## config.mk

```make
export PLATFORM = sky130hd
export DESIGN_NAME = pwm_multi_ch
export DESIGN_NICKNAME = d
export VERILOG_FILES = /design/src/rtl/pwm_pkg.sv /design/src/rtl/pwm_deadtime.sv /design/src/rtl/pwm_multi_ch.sv
export SDC_FILE = /design/constraint.sdc
export NUM_CORES = 1
export LEC_CHECK = 0
export ABC_AREA = 1
export ABC_CLOCK_PERIOD_IN_PS = 8500
export BUFFER_PORTS_ARGS = -buffer_cell sky130_fd_sc_hd__buf_2
export CORE_MARGIN = 2
export CORE_UTILIZATION = 29
export CTS_CLUSTER_SIZE = 25
export DETAILED_ROUTE_END_ITERATION = 10
export SKIP_LAST_GASP = 1
export SLEW_MARGIN = 20
export SYNTH_ARGS = -nofsm -noshare
export SYNTH_HDL_FRONTEND = slang
export SYNTH_SLANG_ARGS = --single-unit
```

## constraint.sdc

```tcl
create_clock -name clk -period 8.5 [get_ports clk]
set_input_delay 0.425 -clock clk [delete_from_list [all_inputs] [get_ports clk]]
set_output_delay 0.425 -clock clk [all_outputs]
set_load 0.03 [all_outputs]
```

## src/rtl/pwm_pkg.sv

```systemverilog
// pwm_pkg: shared mode/direction types and sizing helpers for the multi-channel PWM
package pwm_pkg;
    typedef enum logic {EDGE = 1'b0, CENTER = 1'b1} pwm_mode_e;
    typedef enum logic {UP = 1'b0, DOWN = 1'b1} dir_e;
    function automatic int cnt_max(input int w);
        return (1 << w) - 1;
    endfunction
    function automatic int dt_width(input int dt);
        return (dt < 1) ? 1 : $clog2(dt + 1);
    endfunction
endpackage

```

## src/rtl/pwm_deadtime.sv

```systemverilog
// pwm_deadtime: complementary hi/lo gate pair, both held low for DT clk after every raw edge
module pwm_deadtime
    import pwm_pkg::*;
#(
    parameter int DT = 8
) (
    input  logic clk,
    input  logic rst,
    input  logic i_en,
    input  logic i_raw,
    output logic o_hi,
    output logic o_lo
);
    localparam int DTW = dt_width(DT);
    localparam logic [DTW-1:0] DT_V = DTW'(DT);
    logic           r_raw_d;
    logic [DTW-1:0] r_dt_cnt;
    logic [DTW-1:0] w_dt_nxt;
    logic           w_pass;
    always_comb begin
        w_dt_nxt = (i_raw != r_raw_d) ? DT_V : (r_dt_cnt != '0) ? r_dt_cnt - DTW'(1) : '0;
        w_pass   = (w_dt_nxt == '0);
    end
    always_ff @(posedge clk or posedge rst)
        if (rst) begin
            r_raw_d  <= 1'b0;
            r_dt_cnt <= '0;
            o_hi     <= 1'b0;
            o_lo     <= 1'b0;
        end else if (!i_en) begin
            r_raw_d  <= 1'b0;
            r_dt_cnt <= '0;
            o_hi     <= 1'b0;
            o_lo     <= 1'b0;
        end else begin
            r_raw_d  <= i_raw;
            r_dt_cnt <= w_dt_nxt;
            o_hi     <= w_pass && i_raw;
            o_lo     <= w_pass && !i_raw;
        end
endmodule

```

## src/rtl/pwm_multi_ch.sv

```systemverilog
// pwm_multi_ch: N-channel PWM with shared edge/center counter, double-buffered duty and dead-time
module pwm_multi_ch
    import pwm_pkg::*;
#(
    parameter int N_CH = 3,
    parameter int W    = 11,
    parameter int DT   = 8
) (
    input  logic              clk,
    input  logic              rst,
    input  logic              i_en,
    input  pwm_mode_e         i_mode,
    input  logic              i_duty_wr,
    input  logic [N_CH*W-1:0] i_duty,
    output logic [N_CH-1:0]   o_pwm_hi,
    output logic [N_CH-1:0]   o_pwm_lo,
    output logic              o_period_sync
);
    localparam logic [W-1:0] MAX = W'(cnt_max(W));
    logic [W-1:0]      r_cnt;
    logic [W-1:0]      w_cnt_nxt;
    dir_e              r_dir;
    dir_e              w_dir_nxt;
    pwm_mode_e         r_mode_act;
    logic [N_CH*W-1:0] r_shadow;
    logic [N_CH*W-1:0] r_active;
    logic [N_CH*W-1:0] w_act;
    logic [N_CH-1:0]   r_raw;
    logic [N_CH-1:0]   w_raw;
    logic              w_bnd;

    always_ff @(posedge clk or posedge rst)
        if (rst) begin
            r_cnt <= '0;
            r_dir <= UP;
        end else begin
            r_cnt <= w_cnt_nxt;
            r_dir <= w_dir_nxt;
        end

    always_comb begin
        w_bnd     = i_en && (r_cnt == '0);
        w_cnt_nxt = r_cnt + W'(1);
        w_dir_nxt = UP;
        if (!i_en)
            w_cnt_nxt = '0;
        else if (!w_bnd && r_mode_act == CENTER && (r_dir == DOWN || r_cnt == MAX)) begin
            w_cnt_nxt = r_cnt - W'(1);
            w_dir_nxt = (r_cnt == W'(1)) ? UP : DOWN;
        end
    end

    // the boundary count already belongs to the new period, so it compares against the incoming duty
    always_comb begin
        w_act = w_bnd ? r_shadow : r_active;
        w_raw = '0;
        for (int k = 0; k < N_CH; k++)
            w_raw[k] = i_en && (r_cnt < w_act[k*W +: W]);
    end

    always_ff @(posedge clk or posedge rst)
        if (rst) begin
            r_mode_act    <= EDGE;
            r_shadow      <= '0;
            r_active      <= '0;
            r_raw         <= '0;
            o_period_sync <= 1'b0;
        end else begin
            r_raw         <= w_raw;
            o_period_sync <= w_bnd;
            if (i_duty_wr)
                r_shadow <= i_duty;
            if (w_bnd) begin
                r_active   <= r_shadow;
                r_mode_act <= i_mode;
            end
        end

    for (genvar k = 0; k < N_CH; k++) begin : g_ch
        pwm_deadtime #(.DT(DT)) u_dt (
            .clk   (clk),
            .rst   (rst),
            .i_en  (i_en),
            .i_raw (r_raw[k]),
            .o_hi  (o_pwm_hi[k]),
            .o_lo  (o_pwm_lo[k])
        );
    end
endmodule

```

==> results of run 1 <==
## layout make-up
type / instances / share of cell area [%]
Sequential cell: 104 / 41.9
Multi-Input combinational cell: 394 / 38.1
Inverter: 110 / 6.69
Tap cell: 234 / 4.71
Clock buffer: 13 / 4.35
Timing Repair Buffer: 45 / 3.67
Clock inverter: 2 / 0.604
## layout by cell type, fill, tap and decap left out, drive strengths merged, types with 3 or more instances in the layout
| master | synthesis | layout |
|---|---|---|
| and2 | 6 | 6 |
| nand4 | 7 | 7 |
| ha | 37 | 37 |
| nand2 | 139 | 139 |
| xor2 | 12 | 12 |
| nand3b | 4 | 4 |
| nand3 | 20 | 20 |
| clkbuf | 8 | 13 |
| o211ai | 3 | 3 |
| nor3 | 18 | 18 |
| o21ai | 73 | 73 |
| xnor2 | 5 | 5 |
| nor2 | 40 | 40 |
| inv | 109 | 109 |
| a21oi | 24 | 24 |
| dfrtp | 104 | 104 |
| a211oi | 3 | 3 |
| buf | 20 | 45 |
## per-stage QoR
step | hold WS (ps) | utilization (%) | area, sq um | setup slack, ps | cells
6_report | 141 | 33.1 | 6210 | 5150 | 902
5_1_grt | 197 | 33.1 | 6210 | 4820 | 902
4_1_cts | 169 | 33.1 | 6210 | 5120 | 902
3_5_place_dp | 458 | 31.4 | 5900 | 5160 | 887
3_3_place_gp | 452 | 31.4 | 5900 | 5320 | 887
2_1_floorplan | 443 | - | 5580 | 5340 | 636
## sequential cells by signal, summed over array words and instances, names as in the netlist
register,cells
g_ch.u_dt.o_hi,3
g_ch.u_dt.o_lo,3
r_cnt,11
g_ch.u_dt.r_raw_d,3
o_period_sync,1
r_raw,3
g_ch.u_dt.r_dt_cnt,12
r_mode_act,1
r_shadow,33
r_active,33
r_dir,1
## synthesized netlist by cell type (2+ instances only)
library cell               count  share of area, %
sky130_fd_sc_hd__o21ai_0      43               3.9
sky130_fd_sc_hd__xnor2_1       5              0.78
sky130_fd_sc_hd__ha_1         37               8.3
sky130_fd_sc_hd__nand4_1       7              0.78
sky130_fd_sc_hd__nor2_1       35               2.4
sky130_fd_sc_hd__buf_2         4              0.36
sky130_fd_sc_hd__clkbuf_1      8              0.54
sky130_fd_sc_hd__nand2_4       6               1.2
sky130_fd_sc_hd__o21ai_2      30               4.7
sky130_fd_sc_hd__and2_1        6              0.67
sky130_fd_sc_hd__nand2_2       5              0.56
sky130_fd_sc_hd__dfrtp_1     104                47
sky130_fd_sc_hd__inv_2         8              0.54
sky130_fd_sc_hd__o211ai_1      3              0.40
sky130_fd_sc_hd__xor2_1       12               1.9
sky130_fd_sc_hd__nand2_1     128               8.6
sky130_fd_sc_hd__nand3b_1      4              0.54
sky130_fd_sc_hd__buf_6         7               1.4
sky130_fd_sc_hd__a21oi_2       3              0.47
sky130_fd_sc_hd__nor2_2        3              0.34
sky130_fd_sc_hd__inv_1       101               6.8
sky130_fd_sc_hd__nand3_1      20               1.8
sky130_fd_sc_hd__a21oi_1      20               1.8
sky130_fd_sc_hd__nor2_4        2              0.40
sky130_fd_sc_hd__a211oi_1      3              0.40
sky130_fd_sc_hd__buf_4         7              0.94
sky130_fd_sc_hd__nor3_1       17               1.5
## logic make-up (layout without fill, tap and decap cells)
| logic type | count (synthesis) | count (layout) |
|---|---|---|
| fa+ha+maj | 37 | 37 |
| simple gates | 235 | 235 |
| flops | 104 | 104 |
| xor+xnor | 17 | 17 |
| buf+inv | 138 | 170 |
| compound gates | 105 | 105 |
## final timing paths
path | startpoint | to
worst max-delay path | r_cnt[0]$_DFF_PP0_ | r_raw[1]$_DFF_PP0_
worst min-delay path | rst | r_shadow[23]$_DFFE_PP0P_
worst max register to register | r_cnt[0]$_DFF_PP0_ | r_raw[1]$_DFF_PP0_
worst min register to register | r_active[7]$_DFF_PP0_ | r_active[7]$_DFF_PP0_
max in group asynchronous | rst | r_active[1]$_DFF_PP0_
min in group clk | i_duty[23] | r_shadow[23]$_DFFE_PP0P_
## metal layers
| metal | routed length, um | global-route usage, % | up-vias |
|---|---|---|---|
| li1 | - | - | 2052 |
| met1 | 5750 | 17.1 | 1748 |
| met2 | 4850 | 18.3 | 52 |
| met3 | 404 | 2.45 | 11 |
| met4 | 175 | 4.38 | 0 |
| met5 | 0 | 0 | - |
## where the power goes
group          total, uW  switching, uW  leakage, uW  internal (uW)
sequential           588           26.0      0.00132            562
combinational        289            184      0.00172            105
clock                430            179     0.000148            251
total               1310            389      0.00319            918
## worst register-to-register path, stage by stage, from the launching register on
cell and delay (ps):
sky130_fd_sc_hd__dfrtp_1 490, sky130_fd_sc_hd__inv_1 210, sky130_fd_sc_hd__ha_1 240, sky130_fd_sc_hd__nand2_1 100, sky130_fd_sc_hd__nor3_4 70, sky130_fd_sc_hd__nand2_4 600
sky130_fd_sc_hd__clkinv_1 430, sky130_fd_sc_hd__a21oi_1 280, sky130_fd_sc_hd__inv_1 60, sky130_fd_sc_hd__ha_1 300, sky130_fd_sc_hd__nand4_1 130, sky130_fd_sc_hd__nor3_1 240
sky130_fd_sc_hd__a21oi_2 90
==> impl_summary.txt, run 1 <==
----------------------------------------------------
[CTS]
  CTS Buf Count ... 9
  Hold-fix buffer count after cts ... 0
  Post-CTS Resized ... 0
  Clock Pin Slew Worst Setup and Hold Paths ... 70 ps
  Clock tree from TritonCTS ... built
  CTS H-tree lvls ... 3
  Post-CTS Setup Inserts ... 0
  Later-pin clock latency in the skew report ... 350 ps
  Cell at the root of the clock tree ... sky130_fd_sc_hd__clkbuf_16
  Largest buffer count on any clock path ... 2
  CTS sink cnt ... about 100

[Outcome]
  Run status ... complete, no violations

[Global routing]
  Number of global-route vias before repair ... 3812
  Grt ovf ... 0
  Global-route wire length before repair ... 19.4 mm
  Global-route usage over all layers ... 12.1%
  Pin count of the biggest net entering global routing ... 67
  Number of antenna violations at the first check in global routing ... 0

[Floorplanning]
  Width of the die ... 143 um
  Area of the placeable core ... between 15000 and 20000 sq um
  Initial cell density of the core ... a little under 30%
  Row count ... 50
  Overall die height ... 143 um
  Area of the die ... roughly 20000 sq um
  Number of placed I/O pins ... 45

[Finish]
  Total inserted antenna cells ... 0
  Filler cell count in the final layout ... 1943
  Number of nets in the layout ... 739
  Synth-to-layout area growth ... 11.3%
  Footprint of the multi-input gates ... about 2400 sq um
  Share of layout cells above drive strength 1 ... about 18%
  Area taken by flip-flops and latches ... 2600 sq um

[STA]
  Final critical-path required period ... 3350 ps
  Layout Skew ... 7.23 ps
  Number of endpoints failing setup at the final stage ... 0
  Peak Freq ... 0.298 GHz
  Actual transition at the worst max-transition pin ... between 900 and 1000 ps
  Worst slew slack as a fraction of its limit ... a little over a third
  Final number of hold-violating endpoints ... 0
  Final-report max-slew violation count ... 0
  RSZ-0062 raised after global routing ... no
  Sum of negative setup slack ... 0 ps
  Final critical-path share of the clock period ... between 30% and 40%

[Synth]
  Number of enable-type register cells in the synthesized netlist ... 0
  Synthesized cell area ... 5580 sq um
  Syn Inst Count ... 636
  Combinational family with the most area after synthesis ... simple AND/OR/NAND/NOR gates
  Adder and majority gate portion of the synthesized area ... 8.30%
  Average cell area after synthesis ... 8.77 sq um
  Sequential-to-total area share from yosys stat ... 46.6%
  Post-synthesis compound-gate area fraction ... roughly 12%
  Warnings, synthesis ... 0
  Primary FF master, synth ... sky130_fd_sc_hd__dfrtp_1
  Share of synthesized registers carrying an async set or reset ... between 90% and 100%
  Post-synthesis share of cell area spent on and, or, nand and nor gates ... about a fifth
  Distinct cell type count of the synthesized netlist ... 35
  XOR/XNOR Fraction of Synth Area ... about 2.7%
  Multiplexer area fraction after synthesis ... 0%
  #FFs+latches synth ... 104
  Post-Synthesis Net Count ... 711

[Setup path]
  Worst-case reg-to-reg path depth ... 12
  Cell-by-cell listing of the critical path ... inv_1, ha_1, nand2_1, nor3_4, nand2_4, clkinv_1, a21oi_1, inv_1, ha_1, nand4_1, nor3_1, a21oi_2
  CP top delay family ... simple AND/OR/NAND/NOR gates
  Worst R2R Setup Slack ... slightly above 5000 ps
  Number of cells on the critical path ... 12
  Endpoint type of the worst setup path ... flip-flop
  Data arrival time of the worst path ... 3580 ps
  Bufs and invs on worst path ... 3
  Data required time of the critical path ... 8730 ps
  Largest fanout on the critical path ... between 50 and 60
  Cell type of the slowest stage on the worst timing path ... sky130_fd_sc_hd__nand2_4
  Worst Setup Path Type ... reg -> reg
  Maximum cell stage delay along the critical path ... 600 ps
  Launching element type of the critical path ... flip-flop

[Detailed routing]
  Average wire per standard cell ... roughly 12 um
  Detailed Routing Iterations Pass 1 ... 4
  Number of vias in the routed layout ... just under 4000
  Initial DRC Count ... 193
  Vias per std cell ... 4.28
  Remaining antenna violation count ... 0
  Aggregate routed wire length ... between 10 and 15 mm
  Remaining design rule violation count ... 0

[Run]
  Maximum Capacitance Violations ... 0

[Place]
  IO Port Bufs ... 44
  Final weighted congestion of routability-driven global placement ... ~0.86
  Placed wire-length estimate ... 7.95 mm

[Power]
  Power per cell area ... ~210 nW/um^2
  Static power due to leakage ... between 0.003 and 0.004 uW
  Total power consumption of the routed design ... 1310 uW
  Maximum vdd drop ... 0.000108 V

[Worst hold path]
  Hold Path Class ... in -> async

----------------------------------------------------
(Power assumes the default switching activity.)
==> run 2: changes to the inputs <==
--- a/config.mk
+++ b/config.mk
@@ -6,7 +6,7 @@
 export NUM_CORES = 1
 export LEC_CHECK = 0
 export ABC_AREA = 1
-export ABC_CLOCK_PERIOD_IN_PS = 8500
+export ABC_CLOCK_PERIOD_IN_PS = 2800
 export BUFFER_PORTS_ARGS = -buffer_cell sky130_fd_sc_hd__buf_2
 export CORE_MARGIN = 2
 export CORE_UTILIZATION = 29
==> constraint.sdc (replaced) <==
create_clock -name clk -period 2.8 [get_ports clk]
set_input_delay 0.14 -clock clk [delete_from_list [all_inputs] [get_ports clk]]
set_output_delay 0.14 -clock clk [all_outputs]
set_load 0.03 [all_outputs]
==> run 2 against run 1 <==
Against the previous run:
- via count rose by 6.3%
- first-iteration DRC count rose by 26%
- non-clock buffer count rose by 43
- count of clock-buffer cells in the layout fell by 1
- sequential power rose to 3.0 times the previous value
- register-to-register slack got worse by 4900 ps
- worst setup slack got worse by 4900 ps
- worst hold slack got worse by 130 ps
- combinational power rose to 3.2 times the previous value
- sequential share of layout area fell by 2.7 points
- wire length rose by 3.3%
==> impl_summary.txt, run 2 (synthesized netlist as in run 1, its figures left out) <==
----------------------------------------------------
[Detailed routing]
  Initial DRC Count ... approximately 240
  Aggregate routed wire length ... ~12 mm
  Average wire per standard cell ... 12.2 um
  Detailed Routing Iterations Pass 1 ... 4
  Vias per std cell ... roughly 4.3
  Remaining design rule violation count ... 0
  Number of vias in the routed layout ... 4107
  Remaining antenna violation count ... 0

[Worst hold path]
  Hold Path Class ... in -> reg
  Worst hold path stage count ... 3

[Global routing]
  Number of global-route vias before repair ... slightly above 4000
  Grt ovf ... 0
  Pin count of the biggest net entering global routing ... 105
  Global-route usage over all layers ... 12.4%
  Number of antenna violations at the first check in global routing ... 0
  Global-route wire length before repair ... roughly 20 mm

[STA]
  Actual transition at the worst max-transition pin ... 960 ps
  Worst slew slack as a fraction of its limit ... 36.0%
  Peak Freq ... 0.396 GHz
  Worst hold slack across all endpoints ... around 8.1 ps
  Final critical-path share of the clock period ... 90.2%
  Layout Skew ... around 9 ps
  Sum of negative setup slack ... 0 ps
  Final-report max-slew violation count ... 0
  RSZ-0062 raised after global routing ... no
  Number of endpoints failing setup at the final stage ... 0
  Final critical-path required period ... 2530 ps
  Final number of hold-violating endpoints ... 0
  Final setup slack of the worst path ... 274 ps

[CTS]
  Largest buffer count on any clock path ... 2
  Clock Pin Slew Worst Setup and Hold Paths ... 70 ps
  Cell at the root of the clock tree ... sky130_fd_sc_hd__clkbuf_16
  CTS H-tree lvls ... 3
  Clock tree from TritonCTS ... built
  Later-pin clock latency in the skew report ... 350 ps
  CTS Buf Count ... 9
  Post-CTS Resized ... 0
  CTS sink cnt ... 104

[Floorplanning]
  Overall die height ... 143 um
  Area of the placeable core ... 18800 sq um
  Initial cell density of the core ... 29.7%
  Area of the die ... roughly 20000 sq um
  Width of the die ... ~140 um
  Row count ... 50
  Number of placed I/O pins ... 45

[Finish]
  Share of layout cells above drive strength 1 ... 19.0%
  Leading registers by flop count ... r_active (33), r_shadow (33), g_ch.u_dt.r_dt_cnt (12)
  Total inserted antenna cells ... 0
  Synth-to-layout area growth ... 19.0%
  Utilization of the core after routing ... 35.4%
  Area taken by flip-flops and latches ... ~2600 sq um
  Filler cell count in the final layout ... 1916
  Final cell area excluding filler cells ... 6640 sq um
  Most used cells in the layout excluding fill and tap cells ... 128 x sky130_fd_sc_hd__nand2_1, 104 x sky130_fd_sc_hd__dfrtp_1, 100 x sky130_fd_sc_hd__inv_1, 44 x sky130_fd_sc_hd__buf_2, 43 x sky130_fd_sc_hd__o21ai_0
  Footprint of the multi-input gates ... 2360 sq um
  Number of nets in the layout ... about 780
  Most frequent standard cell in the layout excluding fill and tap cells ... sky130_fd_sc_hd__nand2_1

[Setup path]
  Bufs and invs on worst path ... 3
  Crit path launch ... r_cnt[1]$_DFF_PP0_
  Largest fanout on the critical path ... 28
  Timing endpoint of the critical path ... r_raw[1]$_DFF_PP0_
  Cell-by-cell listing of the critical path ... inv_1, ha_1, nand2_1, nor3_4, nand2_4, buf_12, o21ai_2, inv_2, ha_1, nand2_1, o21a_1, o211ai_1, a21oi_2
  Worst-case reg-to-reg path depth ... 13
  Worst Setup Path Type ... reg -> reg
  Launching element type of the critical path ... flip-flop
  Endpoint type of the worst setup path ... flip-flop
  CP top delay family ... simple AND/OR/NAND/NOR gates
  Worst R2R Setup Slack ... 270 ps
  Maximum cell stage delay along the critical path ... roughly 380 ps
  Crit Reg-Reg Startpoint ... r_cnt[1]$_DFF_PP0_
  Worst reg2reg path endpoint ... r_raw[1]$_DFF_PP0_
  Number of cells on the critical path ... 13
  Data arrival time of the worst path ... ~2800 ps
  Cell type of the slowest stage on the worst timing path ... sky130_fd_sc_hd__dfrtp_1
  Data required time of the critical path ... 3040 ps

[Power]
  Combinational power share ... 23.2%
  Power per cell area ... 608 nW/um^2
  Power dissipated by switching net loads ... 1200 uW
  Net switching fraction of the power ... 29.8%
  Static power due to leakage ... 0.00339 uW
  Int Pwr ... 2830 uW
  Relative contribution of the clock network to total power ... 32.8%
  Power share of the sequential group ... 44.0%
  Maximum vdd drop ... 0.000302 V

[Run]
  Maximum Capacitance Violations ... 0

[Place]
  Post-Place Worst Slack ... ~300 ps
  Post-DP Area ... between 6000 and 7000 sq um
  Placed wire-length estimate ... 8.05 mm
  IO Port Bufs ... 44
  Final weighted congestion of routability-driven global placement ... 0.807

[Outcome]
  Run status ... complete, no violations

----------------------------------------------------
-- run 2: area by class of cell --
class                   count  share of cell area, %
clock buffers              12                   4.01
flip-flops and latches    104                   39.2
multi-input cells         394                   35.6
clock inverters             4                  0.772
repair buffers             88                   9.76
inverters                 110                   6.27
well taps                 234                   4.41
-- run 2: metrics by stage --
stage,cells,total power [uW]
finish,946,4040
global route,946,4320
CTS,946,4090
detailed placement,901,2720
global placement,901,2700
floorplan,636,2520
-- run 2: worst min-delay path, stage by stage --
cell and delay (ps):
sky130_fd_sc_hd__buf_2 80, sky130_fd_sc_hd__nand2_1 50, sky130_fd_sc_hd__o21ai_0 60
-- run 2: what timing repair did --
item	in CTS	in global routing
buffers inserted	0	0
hold buffers	29	0
hold endpoints to repair	132	0
-- run 2: how the worst min path moves through the flow --
stage                                     to  slack (ps)       start
floorplan             r_mode_act$_DFFE_PP0N_         250      i_mode
global placement    r_shadow[21]$_DFFE_PP0P_         350  i_duty[21]
detailed placement  r_shadow[24]$_DFFE_PP0P_         360         rst
CTS                 r_shadow[13]$_DFFE_PP0P_         0.9  i_duty[13]
global route         r_shadow[3]$_DFFE_PP0P_          20   i_duty[3]
finish              r_shadow[13]$_DFFE_PP0P_           8  i_duty[13]
-- run 2: per-layer routing --
layer  share of wire (%)  vias up  track usage, %
met1                  52     1895            17.7
met5                   0        -               0
met4                 1.5        0            3.86
met2                  43       64            18.7
li1                    -     2132               -
met3                 3.7       16            2.98
-- run 2: power groups by stage --
stage / Sequential [uW] / Clock (uW) / Combinational [uW]
after CTS: 1780 / 1370 / 949
after global placement: 1800 / 0 / 896
after detailed placement: 1800 / 0 / 915
after global routing: 1800 / 1430 / 1090
final: 1780 / 1320 / 937
after floorplan: 1790 / 0 / 723
